### config.mk
export PLATFORM = sky130hd
export DESIGN_NAME = adder_accumulator
export DESIGN_NICKNAME = d
export VERILOG_FILES = /design/src/rtl/adder_accumulator.sv
export SDC_FILE = /design/constraint.sdc
export NUM_CORES = 1
export LEC_CHECK = 0
export ABC_AREA = 1
export BUFFER_PORTS_ARGS = -buffer_cell sky130_fd_sc_hd__buf_2
export CELL_PAD_IN_SITES_DETAIL_PLACEMENT = 0
export CELL_PAD_IN_SITES_GLOBAL_PLACEMENT = 1
export CORE_AREA = 2 2 56 58
export DETAILED_ROUTE_END_ITERATION = 6
export DIE_AREA = 0 0 58 60
export PLACE_DENSITY_LB_ADDON = 0.1
export SLEW_MARGIN = 20
export SYNTH_ARGS = -nofsm -noshare
export SYNTH_HDL_FRONTEND = slang
export SYNTH_SLANG_ARGS = --single-unit
### constraint.sdc
create_clock -name clk -period 2.62 [get_ports clk]
set_input_delay 0.393 -clock clk [delete_from_list [all_inputs] [get_ports clk]]
set_output_delay 0.393 -clock clk [all_outputs]
set_load 0.01 [all_outputs]
### src/rtl/adder_accumulator.sv
// Streaming accumulator: sums NUM_OPS signed 4-bit operands through a ripple adder,
// tracking carry-outs and sticky signed overflow, and hands the result out on valid/ready.
//
//   state | meaning
//   ------+-----------------------------------------------------------
//   IDLE  | waiting for start; last result still readable
//   ACCUM | accepting operand beats until remaining reaches zero
//   DONE  | result presented on out_valid until out_ready

module adder_4bits #(
    parameter int WIDTH = 4
) (
    input  logic [WIDTH-1:0] a,
    input  logic [WIDTH-1:0] b,
    input  logic             cin,
    output logic [WIDTH-1:0] sum,
    output logic             cout,
    output logic             overflow
);
    always_comb begin
        logic carry;
        logic carry_msb;
        carry     = cin;
        carry_msb = 1'b0;
        sum       = '0;
        for (int i = 0; i < WIDTH; i++) begin
            if (i == WIDTH - 1) begin
                carry_msb = carry;
            end
            sum[i] = a[i] ^ b[i] ^ carry;
            carry  = (a[i] & b[i]) | (carry & (a[i] ^ b[i]));
        end
        cout     = carry;
        // Signed overflow: carry into the sign bit differs from carry out of it.
        overflow = carry ^ carry_msb;
    end
endmodule

module adder_accumulator #(
    parameter int WIDTH = 4,
    parameter int CNT_W = 4
) (
    input  logic             clk,
    input  logic             rst,
    input  logic             start,
    input  logic [CNT_W-1:0] num_ops,
    input  logic             in_valid,
    input  logic [WIDTH-1:0] in_data,
    output logic             in_ready,
    output logic             out_valid,
    input  logic             out_ready,
    output logic [WIDTH-1:0] acc_sum,
    output logic [CNT_W-1:0] carry_count,
    output logic             ovf_sticky,
    output logic             busy
);
    typedef enum logic [1:0] {
        IDLE  = 2'd0,
        ACCUM = 2'd1,
        DONE  = 2'd2
    } state_t;

    state_t           state;
    state_t           state_next;
    logic [CNT_W-1:0] remaining;
    logic             beat;
    logic [WIDTH-1:0] add_sum;
    logic             add_cout;
    logic             add_ovf;

    adder_4bits #(.WIDTH(WIDTH)) u_adder (
        .a        (acc_sum),
        .b        (in_data),
        .cin      (1'b0),
        .sum      (add_sum),
        .cout     (add_cout),
        .overflow (add_ovf)
    );

    assign beat = in_valid && (state == ACCUM);

    always_comb begin
        state_next = state;
        in_ready   = 1'b0;
        out_valid  = 1'b0;
        busy       = 1'b0;
        case (state)
            IDLE: begin
                if (start) begin
                    state_next = (num_ops != '0) ? ACCUM : DONE;
                end
            end
            ACCUM: begin
                in_ready = 1'b1;
                busy     = 1'b1;
                if (in_valid && remaining == CNT_W'(1)) begin
                    state_next = DONE;
                end
            end
            DONE: begin
                out_valid = 1'b1;
                busy      = 1'b1;
                if (out_ready) begin
                    state_next = IDLE;
                end
            end
            default: state_next = IDLE;
        endcase
    end

    always_ff @(posedge clk) begin
        if (rst) begin
            state       <= IDLE;
            acc_sum     <= '0;
            carry_count <= '0;
            ovf_sticky  <= 1'b0;
            remaining   <= '0;
        end else begin
            state <= state_next;
            if (state == IDLE && start) begin
                acc_sum     <= '0;
                carry_count <= '0;
                ovf_sticky  <= 1'b0;
                remaining   <= num_ops;
            end else if (beat) begin
                acc_sum    <= add_sum;
                ovf_sticky <= ovf_sticky | add_ovf;
                // Carry count pins at all-ones rather than wrapping.
                if (add_cout && !(&carry_count)) begin
                    carry_count <= carry_count + CNT_W'(1);
                end
                remaining <= remaining - CNT_W'(1);
            end
        end
    end
endmodule

* Word-level counts from Yosys, hierarchy flattened
Index checks and enable logic that the tools add are counted.
** Word-level totals
- Flip-flop bits (word level) :: 15
- Input bits :: 13
- Output and inout bits :: 12
- Word-level logic and storage cells :: 55
** Cells by class
- Add/subtract/negate cells :: 2
- Equal/unequal tests :: 6
- Multiplexer cells :: 10
- Bitwise operators :: 19
- Reduce and logical (&&, ||, !) cells :: 13
** Operator list (number)
- $mux 2 :: 4
- $mux 4 :: 2
- $xor 1x1->1 :: 8
- $and 1x1->1 :: 7
- $pmux 2 s3 :: 1
- $add 4x1->4 const B :: 1
- $eq 4x1->1 const B :: 1
- $logic_and 1x1->1 :: 4
- $ne 2x2->1 const B :: 2
- $or 1x1->1 :: 4
- $reduce_and 4->1 :: 1
- $reduce_bool 4->1 :: 1
- $reduce_or 2->1 :: 2
- $sub 4x1->4 const B :: 1
- $mux 1 :: 3
- $reduce_and 3->1 :: 1
- $eq 2x1->1 const B :: 1
- $eq 2x2->1 const B :: 1
- $logic_not 2->1 :: 1
- $ne 2x1->1 const B :: 1
- $reduce_and 2->1 :: 1
- $reduce_bool 2->1 :: 1
- $logic_not 1->1 :: 1

* Depth between registers and ports, before layout
Gate-level depths: netlist (run 1).
- Word-level depth :: 9
- Depth in mapped cells :: 12
- Mapped depth without buffers :: 12

* Cells and area by module
From an unflattened synthesis (run 1), not the netlist that was laid out.
** Unflattened totals
- Cell total of the unflattened synthesis :: 146
- Area total of the unflattened synthesis :: 985.9 um^2
** By module, submodules not included
- adder_accumulator :: instances 1, cells an instance 129, area an instance 857.1 um^2, seq. area each 300.3 um^2
- adder_4bits :: instances 1, cells an instance 17, area an instance 128.9 um^2, seq. area each 0.0 um^2

* Worst setup path after synthesis (run 1)
No wires, ideal clock.
- Path kind :: in2reg
- Start :: input port in_data[0]
- End :: register carry_count[1]
- Arrival time :: 1.981 ns
- Data required time :: 2.507 ns
- Setup slack :: 0.525 ns
- Stages on the path :: 12
- Buffers on the path :: 0
- Path through :: ha_1 fa_1 inv_1 fa_1 inv_1 fa_1 inv_1 nor2_4 nand2_4 clkinv_4 nor2_1 nor2_1
** On the way
- Word-level cells in the longest chain between the ends :: 9
** Ends and longest elaborated chain
- start, declared :: line 48 : input logic [WIDTH-1:0] in_data,
- $and 1x1->1 (2 in a row) :: line 31 : carry = (a[i] & b[i]) | (carry & (a[i] ^ b[i]));
- $or 1x1->1 :: line 31
- $and 1x1->1 :: line 31
- $or 1x1->1 :: line 31
- $and 1x1->1 :: line 31
- $or 1x1->1 :: line 31
- $logic_and 1x1->1 :: line 129 : if (add_cout && !(&carry_count)) begin
- $reduce_and 2->1 (no source line)
- end signal, assigned :: line 130 : carry_count <= carry_count + CNT_W'(1);
- end, declared :: line 53 : output logic [CNT_W-1:0] carry_count,
No other way between the ends.
A chain may end at the register's enable or synchronous reset.

* Worst setup path in the final report (run 1)
- Start :: register acc_sum[0]
- End :: register carry_count[3]
** On the way
- Word-level cells in the longest chain between the ends :: 9
** Ends and longest elaborated chain
- start, declared :: line 52 : output logic [WIDTH-1:0] acc_sum,
- start signal, assigned :: line 126 : acc_sum <= add_sum;
- $and 1x1->1 (2 in a row) :: line 31
- $or 1x1->1 :: line 31
- $and 1x1->1 :: line 31
- $or 1x1->1 :: line 31
- $and 1x1->1 :: line 31
- $or 1x1->1 :: line 31
- $logic_and 1x1->1 :: line 129
- $reduce_and 2->1 (no source line)
No other way between the ends.

==> summary.txt, run 1 <==
Die
  • Die Ht: 60 µm
  • Initial Util: 32.67%
  • CORE AREA: 2903 µm²
  • I/O Pins: 25
  • Die W: 58 µm
  • DIE AREA: 3480 µm²
  • Core Rows: 20

Logic synthesis
  • Post-synth EDFFs: 0
  • Most common cell in the synthesized netlist: nand2_1
  • Area leader, netlist: dfxtp_1
  • Post-Syn Area per Cell: 6.923 µm²
  • Seq/Total Area, Yosys: 31.66%
  • Top cells by count, synth: nand2_1 (38), inv_1 (23), a21oi_1 (15), dfxtp_1 (15), nor2_1 (12)
  • Net Count, Synth: 160
  • Post-synthesis register bit count: 15
  • Dominant cells by area after synthesis: dfxtp_1 (32%), nand2_1 (15%), ha_1 (9.2%)
  • Post-synthesis cell area: 948.4 µm²
  • Synth cell types: 17
  • Synth warn: 0
  • Dominant synthesized flop cell: dfxtp_1
  • Ys async rst share: 0%
  • Share of the synthesized area in the top cell type: 31.66%
  • Gate Count Post-Synth: 137

GRT
  • Global route overflow: 0
  • Pin count of the biggest net entering global routing: 9
  • Vias in the first global route: 851
  • GRT Util Overall: 12.93%
  • Global-route wire length before repair: 3429 µm
  • Initial antenna violation count: 0

STA
  • Setup violations, final: 0
  • Final hold violations: 0
  • Final Worst Setup Slack: 0.5095 ns
  • Final min period: 2.111 ns
  • Slew @ Worst Pin: 0.2123 ns
  • Slew HR: 85.83%
  • Max Freq: 473.8 MHz
  • RSZ-0062 raised after global routing: no
  • Fin crit share: 80.55%
  • Layout Skew: 0.0005960 ns
  • Slew Viols, Final: 0
  • Total negative slack: 0 ns

CTS
  • Cts hold-fix bufs: 0
  • Total CTS buffers: 3
  • Clk pin slew, worst setup/hold paths: 0.09 ns
  • Clock sink count: 15
  • Post-CTS Setup Bufs: 0
  • Clk_lat worst skew: 0.27 ns
  • CTS max path bufs: 2
  • CTS H-tree lvls: 1
  • Root Buffer: clkbuf_4
  • CTS tree: done
  • Post-CTS resize count: 0

Cells and area
  • Nets@finish: 189
  • ANT cells: 0
  • Syn-to-layout area delta: 19.79%
  • Share of layout cells above drive strength 1: 21.82%

Worst setup path
  • Crit end category: flop
  • WP data arrival: 2.28 ns
  • Max Fanout on Critical Path: 5
  • Crit path kind: reg2reg
  • Worst EP required: 2.79 ns
  • Startpoint types: flop

Pwr
  • Pleak: 0.0005861 µW
  • Sequential share of power: 37.2%
  • Switching fraction of total power: 42.54%
  • Largest vdd supply drop: 0.4198 mV
  • Tot Pwr: 833.5 µW
  • Cell internal pwr: 478.9 µW
  • Switch Pwr: 354.6 µW
  • Power density over the cells: 733.7 nW/µm²
  • Logic pwr share: 47.0%
  • Clock Power Share: 15.8%

Routing
  • DRC errors left: 0
  • ANT nets after route: 0
  • Routed WL per cell: 9.919 µm
  • Drt via density: 4.409
  • First-pass DRT Iterations: 4
  • Vias: 873
  • Initial drt markers: 25
  • Total wire length: 1964 µm

Place
  • DPL Wire Length: 1584 µm
  • RePlAce Congestion: 0.8169
  • Pre-CTS WS: 0.3067 ns
  • Quantity of I/O buffers inserted on ports: 24

Run status
  • Status: completed

Min path
  • Class of the tightest hold or removal check: in2reg

Job
  • Max_cap viols: 0
metal layers:
layer	track usage (%)	vias to the layer above	part of all wire, %
li1	-	479	-
met2	21.59	18	46
met3	2.381	2	5.6
met1	15.89	374	47
met5	0	-	0
met4	6.645	0	0.97
registers in the layout (all words and copies together), names as in the netlist:
register     flops
acc_sum          4
carry_count      4
remaining        4
state            2
ovf_sticky       1
through the flow:
step                std cells  utilization, %  hold WS, ns  instance area (µm²)
floorplan                 137               -       0.4507                948.4
global placement          194           38.23       0.4362                 1110
detailed placement        194           38.23       0.4434                 1110
CTS                       198           39.14       0.3100                 1136
global route              198           39.14       0.3200                 1136
finish                    198           39.14       0.3200                 1136
path summary, 6_finish.rpt:
kind | startpoint | endpoint | slack, ns | depth (start not counted)
max reg2reg | acc_sum[0] | carry_count[3] | 0.51 | 12
min | rst | remaining[3] | 0.32 | 2
max | acc_sum[0] | carry_count[3] | 0.51 | 12
min reg2reg | ovf_sticky | ovf_sticky | 0.45 | 2
power groups by stage:
stage / clock network (µW) / registers [µW] / logic, µW
floorplan: 0 / 310 / 299
global placement: 0 / 315 / 398
detailed placement: 0 / 315 / 400
CTS: 144 / 310 / 402
global route: 150 / 317 / 463
finish: 132 / 310 / 392
cell usage in the layout, fill, tap and decap left out, drive strengths merged:
cell type and instances:
a21oi 15, buf 24, clkbuf 4, clkinv 2, dfxtp 15, fa 3, ha 7, inv 25
nand2 42, nand3 8, nand4 1, nor2 13, o21ai 5, xor2 1
area by class of cell:
class / instances / area [µm²]
clock buffers: 4 / 26.28
well taps: 33 / 41.29
repair buffers: 24 / 120.1
fillers: 318 / 1767
inverters: 27 / 111.4
multi-input cells: 95 / 536.8
flip-flops and latches: 15 / 300.3
cells by family (layout without fill, tap and decap cells):
kind of cell             Yosys count  count (layout)  synth area share, %
flip-flops                        15              15                31.66
adder cells (fa/ha/maj)           10              10                15.57
AO/OA/AOI/OAI                     20              20                10.55
AND/OR/NAND/NOR                   64              64                29.55
XOR/XNOR                           1               1               0.9237
buffers and inverters             27              55                11.74
worst max-delay path, stage by stage, from the launching register on:
cell and delay, ns:
dfxtp_1 0.33, ha_1 0.19, fa_1 0.35, inv_1 0.08, fa_1 0.16, inv_1 0.07, fa_1 0.40, inv_1 0.11
nor2_4 0.05, nand2_4 0.08, clkinv_4 0.06, nand2_1 0.07, a21oi_1 0.06
(Power assumes the default switching activity.)
==> run 2, diff against run 1 <==
Settings changed: ABC_AREA 1 to 0, CORE_AREA 2 2 56 58 to 2 2 55 57, DIE_AREA 0 0 58 60 to 0 0 57 59.
Clock period 2.62 ns to 1.8 ns, I/O delays scaled along.
==> run 2 against run 1 <==
Against the previous run: the flow now finishes with violations (setup timing); power increased by 38%; combinational power increased by 31%; clock power increased by 49%; via count decreased by 12%; clock skew increased by 0.0020 ns; final cell count decreased by 20%; critical endpoint is now carry_count[1].
==> summary.txt, run 2 <==
Logic synthesis
  • Ys async rst share: 0% (unchanged)
  • Gate Count Post-Synth: 96 (-30%)
  • Post-Syn Area per Cell: 9.071 µm² (+31%)
  • Dominant synthesized flop cell: dfxtp_1
  • Complex-gate fraction of the synthesized area: 17.53% (+7.0 points)
  • Area leader, netlist: dfxtp_1
  • Net Count, Synth: 119 (-26%)
  • Synth warn: 0 (unchanged)
  • Seq/Total Area, Yosys: 34.48% (+2.8 points)
  • Adder and majority gate portion of the synthesized area: 16.95% (+1.4 points)
  • Post-synth EDFFs: 0 (unchanged)
  • Main combinational cell family by area after synthesis: simple AND/OR/NAND/NOR gates
  • XOR/XNOR Fraction of Synth Area: 3.017% (+2.1 points)
  • Post-synthesis mux area share: 1.724% (+1.7 points)
  • Share of the synthesized area in the top cell type: 34.48% (+2.8 points)
  • Most common cell in the synthesized netlist: dfxtp_1
  • Synth cell types: 36 (+19)
  • Post-synthesis register bit count: 15 (unchanged)
  • Synth Area in Simple Gates: 20.11% (-9.4 points)
  • Post-synthesis cell area: 870.8 µm² (-8.2%)
  • Dominant cells by area after synthesis: dfxtp_1 (34%), ha_1 (10%), fa_1 (6.9%)
  • Top cells by count, synth: dfxtp_1 (15), a21oi_1 (9), inv_1 (9)

Cells and area
  • Biggest regs: acc_sum (4), carry_count (4), remaining (4)
  • Commonest cells after routing, fill and taps aside: buf_2 (24), dfxtp_1 (14), a21oi_1 (8), inv_1 (7), nand2_1 (7)
  • Share of layout cells above drive strength 1: 35.43% (+14 points)
  • Commonest non-fill, non-tap cell in the layout: buf_2
  • Syn-to-layout area delta: 28.45%
  • Nets@finish: 151 (-20%)
  • Final Non-Filler Cells: 158 (-20%)
  • ANT cells: 0 (unchanged)

CTS
  • Total CTS buffers: 3 (unchanged)
  • CTS tree: done
  • Clock sink count: 15 (unchanged)
  • Clk_lat worst skew: 0.28 ns (about the same)
  • CTS H-tree lvls: 1 (unchanged)
  • Cts hold-fix bufs: 0 (unchanged)
  • Clk pin slew, worst setup/hold paths: 0.09 ns (about the same)
  • CTS max path bufs: 2 (unchanged)
  • Root Buffer: clkbuf_4

Pwr
  • Logic pwr share: 44.4% (-2.6 points)
  • Pleak: 0.0004681 µW (-20%)
  • Clock Power Share: 17.0% (+1.2 points)
  • Sequential share of power: 38.6% (+1.4 points)
  • Power density over the cells: 1031 nW/µm² (+41%)
  • Switch Pwr: 436.8 µW (+23%)
  • Switching fraction of total power: 37.88% (-4.7 points)
  • Cell internal pwr: 716.4 µW (+50%)
  • Largest vdd supply drop: 0.4733 mV (+13%)

Place
  • DPL Wire Length: 1500 µm (-5.3%)
  • # placed instances: 153 (-21%)
  • Quantity of I/O buffers inserted on ports: 24 (unchanged)
  • Pre-CTS WS: -0.2747 ns (-0.5814 ns)
  • RePlAce Congestion: 0.6761 (-17%)

Routing
  • First-pass DRT Iterations: 4 (unchanged)
  • Routed WL per cell: 12.13 µm (+22%)
  • Total wire length: 1917 µm (-2.4%)
  • Drt via density: 4.880 (+11%)
  • Initial drt markers: 16 (-36%)
  • Vias: 771 (-12%)
  • DRC errors left: 0 (unchanged)
  • ANT nets after route: 0 (unchanged)

STA
  • Slew @ Worst Pin: 0.4590 ns (+0.2467 ns)
  • Layout Skew: 0.002571 ns (+0.001975 ns)
  • Fin crit share: 111.0% (+30 points)
  • Final Worst Setup Slack: -0.1988 ns (-0.7083 ns)
  • Slew Viols, Final: 0 (unchanged)
  • Slew HR: 68.61% (-17 points)
  • Final min period: 1.999 ns (-0.1117 ns)
  • Max Freq: 500.3 MHz (+5.6%)
  • Hold Slack: 0.2545 ns (-0.06542 ns)
  • Final hold violations: 0 (unchanged)
  • Setup violations, final: 6 (+6)
  • RSZ-0062 raised after global routing: yes

Run status
  • Failing checks: setup timing
  • Status: complete, but fails checks

Job
  • Max_cap viols: 0 (unchanged)

Die
  • Die Ht: 59 µm (-1.7%)
  • DIE AREA: 3363 µm² (-3.4%)
  • Die W: 57 µm (-1.7%)
  • Initial Util: 32.13% (-0.54 points)
  • Core Rows: 19 (-5.0%)
  • I/O Pins: 25 (unchanged)
  • CORE AREA: 2710 µm² (-6.6%)

GRT
  • Vias in the first global route: 777 (-8.7%)
  • Global route overflow: 0 (unchanged)
  • Global-route wire length before repair: 3408 µm (-0.61%)
  • Initial antenna violation count: 0 (unchanged)
  • GRT Util Overall: 13.17% (+0.25 points)
  • Pin count of the biggest net entering global routing: 10 (+1)

Worst setup path
  • Max Fanout on Critical Path: 8 (+3)
  • Crit end category: flop
  • Worst EP required: 2.02 ns (-0.77 ns)
  • Worst reg2reg setup slack: -0.20 ns (-0.71 ns)
  • Worst r2r dst: carry_count[1]
  • Launching point of the worst reg2reg path: acc_sum[0]
  • Slowest CP cell: or3b_1
  • Worst reg2reg path depth: 9 (-3)
  • Startpoint types: flop
  • CP cell instances: ha_4 > fa_2 > inv_2 > fa_2 > inv_2 > fa_2 > nand3_4 > or3b_1 > a21oi_1
  • WP data arrival: 2.22 ns (-0.06 ns)
  • Crit path kind: reg2reg
  • CP dominant cell by count: fa_2
  • CP max stage delay: 0.37 ns (-0.03 ns)

Min path
  • Worst hold stages: 2 (unchanged)
  • Worst Hold End: remaining[1]
  • Class of the tightest hold or removal check: in2reg
  • Hold path start: rst
run 2: cell count changes after synthesis, moves of 3 or more:
cell      before  now
a211oi_1       0    4
a21oi_1       15    9
inv_1         23    9
nand2_1       38    8
nand3_1        8    4
nor2_1        12    6
o21ai_1        3    0
run 2: cell families after synthesis:
group,count (synthesis)
DFF,15
adders and majority gates,10
muxes,1
buffers and inverters,12
AOI/OAI and AO/OA,23
and+or+nand+nor,32
xor gates and xnor gates,3
run 2: what timing repair did:
action / CTS / global route
pin swaps: 3 / 1
buffers inserted: 1 / 0
endpoints found under the setup margin: 6 / 6
hold endpoints to repair: 0 / 0
resized for setup: 0 / 2
run 2: worst max path at each step:
| stage | startpoint | to |
|---|---|---|
| CTS | acc_sum[0] | carry_count[1] |
| detailed placement | in_data[0] | carry_count[2] |
| global route | acc_sum[0] | carry_count[1] |
| finish | acc_sum[0] | carry_count[1] |
| global placement | in_data[0] | carry_count[1] |
| floorplan | acc_sum[0] | carry_count[1] |
run 2: routing by layer:
metal  up-vias  track usage, %  wire, µm
li1        403               -         -
met5         -               0         0
met3         2           5.895       122
met4         0           2.990        13
met1       348           15.54       885
met2        18           22.17       896
run 2: layout make-up:
class | count | area (µm²)
Sequential cell | 15 | 304.0
Clock buffer | 4 | 26.28
Tap cell | 31 | 38.79
Inverter | 9 | 33.78
Multi-Input combinational cell | 69 | 550.5
Fill cell | 295 | 1592
Timing Repair Buffer | 30 | 165.2
run 2: through the flow:
stage	instance area [µm²]	power (µW)	utilization, %	setup TNS (ns)
5_1_grt	1119	1266	41.27	-1.515
4_1_cts	1112	1174	41.04	-1.107
6_report	1119	1153	41.27	-0.9156
2_1_floorplan	902.1	813.7	-	-0.8947
3_3_place_gp	1079	961.9	39.80	-1.359
3_5_place_dp	1079	969.0	39.80	-1.405
run 2: power by group through the flow:
| stage | clock network, µW | registers (µW) | logic [µW] |
|---|---|---|---|
| 2_1_floorplan | 0 | 445 | 369 |
| 3_3_place_gp | 0 | 453 | 509 |
| 3_5_place_dp | 0 | 453 | 516 |
| 4_1_cts | 210 | 445 | 519 |
| 5_1_grt | 221 | 455 | 590 |
| 6_report | 197 | 445 | 512 |
run 2: worst max-delay path, delay by kind of cell (launching register included):
kind                       cells  cell delay, ns
buffers and inverters          2            0.10
and+or+nand+nor                2            0.48
DFF                            1            0.36
adders and majority gates      4            0.88
AOI/OAI and AO/OA              1            0.12
